## src/rtl/iter_shift_unit.sv

```systemverilog
`default_nettype none
// ============================================================================
// Module      : iter_shift_unit
// Description : Multi-cycle shifter (SLL/SRL/SRA/ROTR), at most STEP bits per
//               cycle, with a start/busy/done handshake for EX-stage stalling.
// Revision    : 1.0 - initial release
// ============================================================================
module iter_shift_unit #(
    parameter int WIDTH = 32,
    parameter int SA_W  = 5,
    parameter int STEP  = 1
) (
    input  logic             i_clk,
    input  logic             i_rst_n,
    input  logic             i_start,
    input  logic             i_flush,
    input  logic [1:0]       i_OpShift,
    input  logic [SA_W-1:0]  i_SA,
    input  logic [WIDTH-1:0] i_B,
    output logic [WIDTH-1:0] o_ShiftRes,
    output logic             o_busy,
    output logic             o_done
);

    localparam logic [1:0] c_IDLE  = 2'd0;
    localparam logic [1:0] c_SHIFT = 2'd1;
    localparam logic [1:0] c_DONE  = 2'd2;

    localparam logic [SA_W-1:0] c_STEP = SA_W'(STEP);

    logic [1:0]       r_state;
    logic [WIDTH-1:0] r_acc;
    logic [WIDTH-1:0] r_res;
    logic [SA_W-1:0]  r_cnt;
    logic [1:0]       r_op;

    logic [SA_W-1:0]  w_n;
    logic [SA_W-1:0]  w_cntNext;
    logic [WIDTH-1:0] w_accNext;

    always_comb begin
        w_n       = (r_cnt < c_STEP) ? r_cnt : c_STEP;
        w_cntNext = r_cnt - w_n;
        w_accNext = r_acc;
        case (r_op)
            2'd0:    w_accNext = r_acc << w_n;
            2'd1:    w_accNext = r_acc >> w_n;
            // Arithmetic shift keeps acc[WIDTH-1] fixed, so the sign survives every step.
            2'd2:    w_accNext = $unsigned($signed(r_acc) >>> w_n);
            default: w_accNext = WIDTH'({r_acc, r_acc} >> w_n);
        endcase
    end

    always_ff @(posedge i_clk or negedge i_rst_n) begin
        if (!i_rst_n) begin
            r_state <= c_IDLE;
            r_acc   <= '0;
            r_res   <= '0;
            r_cnt   <= '0;
            r_op    <= '0;
        end else begin
            case (r_state)
                c_IDLE, c_DONE: begin
                    if (i_flush) begin
                        r_state <= c_IDLE;
                    end else if (i_start) begin
                        r_acc <= i_B;
                        r_op  <= i_OpShift;
                        r_cnt <= i_SA;
                        if (i_SA == '0) begin
                            r_state <= c_DONE;
                            r_res   <= i_B;
                        end else begin
                            r_state <= c_SHIFT;
                        end
                    end else begin
                        r_state <= c_IDLE;
                    end
                end
                c_SHIFT: begin
                    // Flush abandons the partial result; r_res keeps the last completed one.
                    if (i_flush) begin
                        r_state <= c_IDLE;
                    end else begin
                        r_acc <= w_accNext;
                        r_cnt <= w_cntNext;
                        if (w_cntNext == '0) begin
                            r_state <= c_DONE;
                            r_res   <= w_accNext;
                        end
                    end
                end
                default: r_state <= c_IDLE;
            endcase
        end
    end

    assign o_ShiftRes = r_res;
    assign o_busy     = (r_state == c_SHIFT);
    assign o_done     = (r_state == c_DONE);

endmodule
`default_nettype wire

```

## config.mk

```make
export PLATFORM = sky130hd
export DESIGN_NAME = iter_shift_unit
export DESIGN_NICKNAME = d
export VERILOG_FILES = /design/src/rtl/iter_shift_unit.sv
export SDC_FILE = /design/constraint.sdc
export NUM_CORES = 1
export LEC_CHECK = 0
export CAP_MARGIN = 5
export CELL_PAD_IN_SITES_DETAIL_PLACEMENT = 1
export CELL_PAD_IN_SITES_GLOBAL_PLACEMENT = 2
export CORE_UTILIZATION = 34
export DETAILED_ROUTE_END_ITERATION = 8
export PLACE_DENSITY_LB_ADDON = 0.1
export SETUP_SLACK_MARGIN = 0.4
export SLEW_MARGIN = 20
export SYNTH_ARGS = -nofsm -noshare
export SYNTH_HDL_FRONTEND = slang
export SYNTH_SLANG_ARGS = --single-unit
```

## constraint.sdc

```tcl
create_clock -name i_clk -period 3.1 [get_ports i_clk]
set_clock_uncertainty 0.05 [all_clocks]
set_input_delay 0.465 -clock i_clk [delete_from_list [all_inputs] [get_ports i_clk]]
set_output_delay 0.465 -clock i_clk [all_outputs]
set_load 0.02 [all_outputs]
```

==> metrics.csv, run 1 <==
metric;value;unit
vias;3474;
synthArstFlopShare;1.00;
drt_iter0_drc;117;
num_antenna_cells;0;
worstSetupStartpointType;flop;
rsz0062_at_grt;false;
fin_crit_sh;0.817;
dieArea;12700;um2
critPathKind;reg -> reg;
multiInputGateArea;2120;um2
rows;40;
ios;77;
post_drt_wl_per_cell;19.6;um
antenna_left;0;
holdBufCountCts;0;
startpoint;r_cnt[2];
cp_data_arrival_time;2700;ps
clockRootBuffer;clkbuf_16;
cts_tree;yes;
clock_sinks;73;
num-nets-final;498;
place.gp.congestion;0.745;
fillers;1309;
rrSetupSlack;570;ps
cts_buffers;9;
worstMarginPinSlew;981;ps
max_freq;0.395;GHz
grt_pass1_vias;3613;
maxCapViolations;0;
hpwl;7.27;mm
antenna_found_initial;0;
grt_start_max_net_pins;74;
port_buffers;76;
grt_overflow;0;
clk_path_buf_depth;2;
fin_crit;2530;ps
die_y;113;um
p_leak;2.08;nW
finalSetupViolCount;0;
drive_above_1_share;0.214;
clk_pin_slew;60;ps
ys_seq_elements;73;
report.final.slew_viol_count;0;
ys_types;39;
hold_viol;0;
synth_edf_count;0;
final_area;5340;um2
ys_warn_count;0;
drt_wl_total;11.9;mm
power;4.74;mW
clk-insertion-delay-late;340;ps
hold_ws;237;ps
viasPerCell;5.73;
die_w;113;um
seq_area;1830;um2
hold_class;in -> async;
ys.flop_type;dfrtp_1;
syn-num-nets;438;
start_util;0.349;
slew_headroom;0.346;
worst_ep_required_time;3270;ps
postSynthCellCount;394;
route.detailed.drc;0;
cts.htree.levels;3;
irDropWorstVdd;0.513;mV
setup_tns;0;ps
syn2layout_area_growth;28.2;%
core_area;12000;um2
synth_area;4170;um2
power_density;888;nW/um2
status;completed;
grt_pass1_wl;19.8;mm
worst_slack;569;ps
synth_area_per_cell;10.6;um2
placed_area;4990;um2
regToRegStartpoint;r_cnt[2];
post-place-ws;481;ps
worstPathMaxFanout;15;
synth.yosys.seq_area_share;0.438;
firstDrtPassIters;5;
grt_use_total;0.200;
setup.worst_path.end_class;flop;
-- what timing repair did --
action,CTS,global route
endpoints found under the hold margin,0,0
setup buffers,0,0
endpoints found under the setup margin,0,29
resized for setup,0,5
-- per-layer routing --
metal	global-route usage	routed length, um
met2	0.324	5710
met3	0.0487	483
met4	0.0471	105
met5	0	0
met1	0.271	5580
-- cell usage in the layout, fill, tap and decap left out, types with 3 or more instances in the layout --
cell type,Yosys,routed
clkdlybuf4s50_1,0,75
dfrtp_1,73,73
mux2_2,51,51
nand2_1,37,37
o21a_1,30,30
a221oi_1,30,30
o31ai_1,30,30
o21ai_1,27,27
buf_4,0,12
o21ai_0,11,11
nor2_1,11,9
clkbuf_16,0,9
mux2_4,7,7
a21oi_1,6,6
inv_1,5,5
a31oi_1,4,3
mux2i_1,3,3
-- path summary, 6_finish.rpt --
check | depth (start not counted) | to
min in group i_clk | 1 | o_ShiftRes[7]
setup / recovery | 7 | o_ShiftRes[21]
setup reg to reg | 7 | o_ShiftRes[21]
max in group asynchronous | 1 | r_acc[19]
hold / removal | 1 | r_cnt[4]
hold reg to reg | 1 | o_ShiftRes[7]
-- cell usage after synthesis, drive strengths merged, types with 3 or more instances --
master   n  area share
dfrtp   73        0.44
mux2    60        0.17
o21ai   38       0.046
nand2   37       0.033
a221oi  30       0.063
o21a    30       0.054
o31ai   30       0.054
clkbuf  21       0.019
buf     19       0.037
nor2    11      0.0099
a21oi    7      0.0093
inv      5      0.0045
a31oi    4      0.0060
nor3     4      0.0075
mux2i    3      0.0072
-- report_power, final --
part	total (mW)	switching (mW)	internal (mW)	leakage, nW
clock	1.16	0.411	0.746	0.162
sequential	1.64	0.309	1.33	0.875
combinational	1.95	0.971	0.978	1.05
-- sequential cells by signal, indices dropped and copies added, names as in the netlist --
name / count
o_ShiftRes: 32
r_state: 2
r_op: 2
r_acc: 32
r_cnt: 5
-- logic make-up (layout without fill, tap and decap cells) --
logic type                 count (synthesis)  after routing  share of synthesized area
AOI/OAI and AO/OA                        150            150                      0.254
adders and majority gates                  1              1                    0.00300
buffers and inverters                     45            110                     0.0606
DFF                                       73             73                      0.438
muxes                                     63             63                      0.176
and+or+nand+nor                           62             62                     0.0687
-- worst max-delay path, stage by stage, from the launching register on --
cell and delay (ps):
dfrtp_1 450, or3_1 420, o21bai_1 200, ha_2 270, a31oi_2 150, nor3_4 250
buf_6 240, mux2_2 360
-- through the flow --
| step | utilization | instances |
|---|---|---|
| 6_report | 0.447 | 606 |
| 5_1_grt | 0.447 | 606 |
| 4_1_cts | 0.445 | 606 |
| 3_5_place_dp | 0.417 | 590 |
| 3_3_place_gp | 0.417 | 590 |
| 2_1_floorplan | - | 394 |
-- final cells by class --
| cell class | count | share of cell area |
|---|---|---|
| inverter | 5 | 0.00351 |
| clock inverter | 5 | 0.0145 |
| sequential | 73 | 0.342 |
| tap | 147 | 0.0344 |
| clock buffer | 11 | 0.0473 |
| multi-input combinational | 276 | 0.396 |
| timing repair buffer | 89 | 0.162 |
Power figures use the tool's default switching activity.
==> run 2, diff against run 1 <==
Clock period 3.1 ns to 2.4 ns, I/O delays scaled along.
==> metrics.csv, run 2 (synthesis results as in run 1) <==
metric;value;unit;change
status;completed;;
die_y;113;um;unchanged
max_freq;0.424;GHz;+7.3%
clk_path_buf_depth;2;;unchanged
rows;40;;unchanged
grt_start_max_net_pins;40;;-46%
worstPathMaxFanout;7;;-8
final_area;5680;um2;+6.3%
worst_ep_required_time;2570;ps;-700 ps
final_cell_mix;clkdlybuf4s50_1 (73), dfrtp_1 (72), mux2_2 (43);;
irDropWorstVdd;0.515;mV;+0.29%
cts.htree.levels;3;;unchanged
finalSetupViolCount;0;;unchanged
clk_pin_slew;60;ps;about the same
drt_iter0_drc;163;;+39%
hold_ws;452;ps;+215 ps
antenna_left;0;;unchanged
p_int;3.95;mW;+30%
final_common_cell;clkdlybuf4s50_1;;
post_drt_wl_per_cell;20.7;um;+5.5%
rrSetupSlack;40;ps;-530 ps
fin_crit_sh;0.983;;+0.166
antenna_found_initial;0;;unchanged
syn2layout_area_growth;36.2;%;
firstDrtPassIters;4;;-1
report.final.slew_viol_count;0;;unchanged
worstSetupStartpointType;flop;;
clk-insertion-delay-late;340;ps;about the same
placed_area;5120;um2;+2.7%
die_w;113;um;unchanged
clockRootBuffer;clkbuf_16;;
power_density;1090;nW/um2;+23%
clock_sinks;73;;unchanged
hold_class;reg -> reg;;
setup.worst_path.end_class;flop;;
p_sw;2.26;mW;+34%
worstMarginPinSlew;799;ps;-182 ps
cp_data_arrival_time;2530;ps;-170 ps
clkPwrFrac;0.219;;-0.025
hpwl;7.71;mm;+6.0%
ios;77;;unchanged
combPwrFrac;0.441;;+0.030
grt_overflow;0;;unchanged
num-nets-final;518;;+4.0%
vias;3557;;+2.4%
setup_tns;0;ps;unchanged
grt_pass1_vias;3783;;+4.7%
slew_headroom;0.468;;+0.121
p_leak;2.26;nW;+8.3%
seq_power_share;0.340;;-0.005
core_area;12000;um2;unchanged
place.gp.congestion;0.744;;about the same
power;6.22;mW;+31%
hold_viol;0;;unchanged
critPathKind;reg -> reg;;
post-place-ws;0.706;ps;-481 ps
worst_slack;41.5;ps;-527 ps
route.detailed.drc;0;;unchanged
startpoint;r_cnt[3];;
grt_use_total;0.216;;+0.0151
viasPerCell;5.68;;-0.88%
swShare;0.364;;+0.00744
maxCapViolations;0;;unchanged
rr_worst_depth;8;;+1
port_buffers;76;;unchanged
cts_buffers;9;;unchanged
drt_wl_total;13.0;mm;+9.0%
r2r-end;o_ShiftRes[17];;
endpoint;o_ShiftRes[17];;
num_antenna_cells;0;;unchanged
grt_pass1_wl;21.3;mm;+7.1%
rsz0062_at_grt;true;;
start_util;0.349;;unchanged
cts_tree;yes;;
dieArea;12700;um2;unchanged
regToRegStartpoint;r_cnt[3];;
drive_above_1_share;0.253;;+0.0391
fin_crit;2360;ps;-173 ps
==> run 2: changes by cell type in the layout (fill, tap and decap cells not counted), moves of 2 or more <==
cell             delta
buf_12              +5
clkdlybuf4s50_1     -2
buf_4               +6
mux2_2              -8
mux2_4              +9
buf_6               +5
buf_16              +2
==> run 2: area by class of cell <==
cell class	count	area, um2
Fill cell	1258	6280
Multi-Input combinational cell	276	2190
Sequential cell	73	1830
Timing Repair Buffer	109	1160
Clock buffer	11	243
Tap cell	147	184
Clock inverter	5	55.1
Inverter	5	18.8
==> run 2: worst min-delay path by stage <==
stage	startpoint	to	slack, ps	cells past startpoint
after floorplan	i_rst_n	o_ShiftRes[0]	10	0
after CTS	o_ShiftRes[14]	o_ShiftRes[14]	460	1
after global routing	o_ShiftRes[14]	o_ShiftRes[14]	480	1
final	o_ShiftRes[7]	o_ShiftRes[7]	450	1
after detailed placement	i_rst_n	r_cnt[4]	360	1
after global placement	i_rst_n	r_cnt[4]	340	1
==> run 2: timing repair <==
| item | CTS | global route |
|---|---|---|
| cloned | 2 | 1 |
| pin swaps | 3 | 3 |
| setup buffers | 7 | 2 |
| gates resized for setup | 13 | 16 |
| endpoints found under the hold margin | 26 | 0 |
| setup endpoints to repair | 44 | 66 |
| hold buffers | 1 | 0 |
==> run 2: critical path, stage by stage (launching register included) <==
cell and delay, ps:
dfrtp_1 390, or3_4 410, o21bai_4 190, ha_4 180, a31oi_4 100, nor3_4 270
buf_6 170, clkbuf_16 150, mux2_2 330
==> run 2: through the flow <==
step,cells,util
global placement,597,0.428
finish,626,0.475
floorplan,394,-
CTS,623,0.466
global route,626,0.475
detailed placement,597,0.428
==> run 2: power by group through the flow <==
stage / Clock [mW] / Combinational, mW / Sequential, mW
2_1_floorplan: 0 / 1.26 / 2.37
3_3_place_gp: 0 / 2.56 / 2.11
3_5_place_dp: 0 / 2.59 / 2.12
4_1_cts: 1.39 / 2.67 / 2.11
5_1_grt: 1.45 / 2.95 / 2.19
6_report: 1.36 / 2.74 / 2.11
==> run 2: per-layer routing <==
layer / GRT usage / part of all wire
met5: 0 / 0
met4: 0.0764 / 0.011
met3: 0.0354 / 0.032
met2: 0.351 / 0.50
met1: 0.290 / 0.46
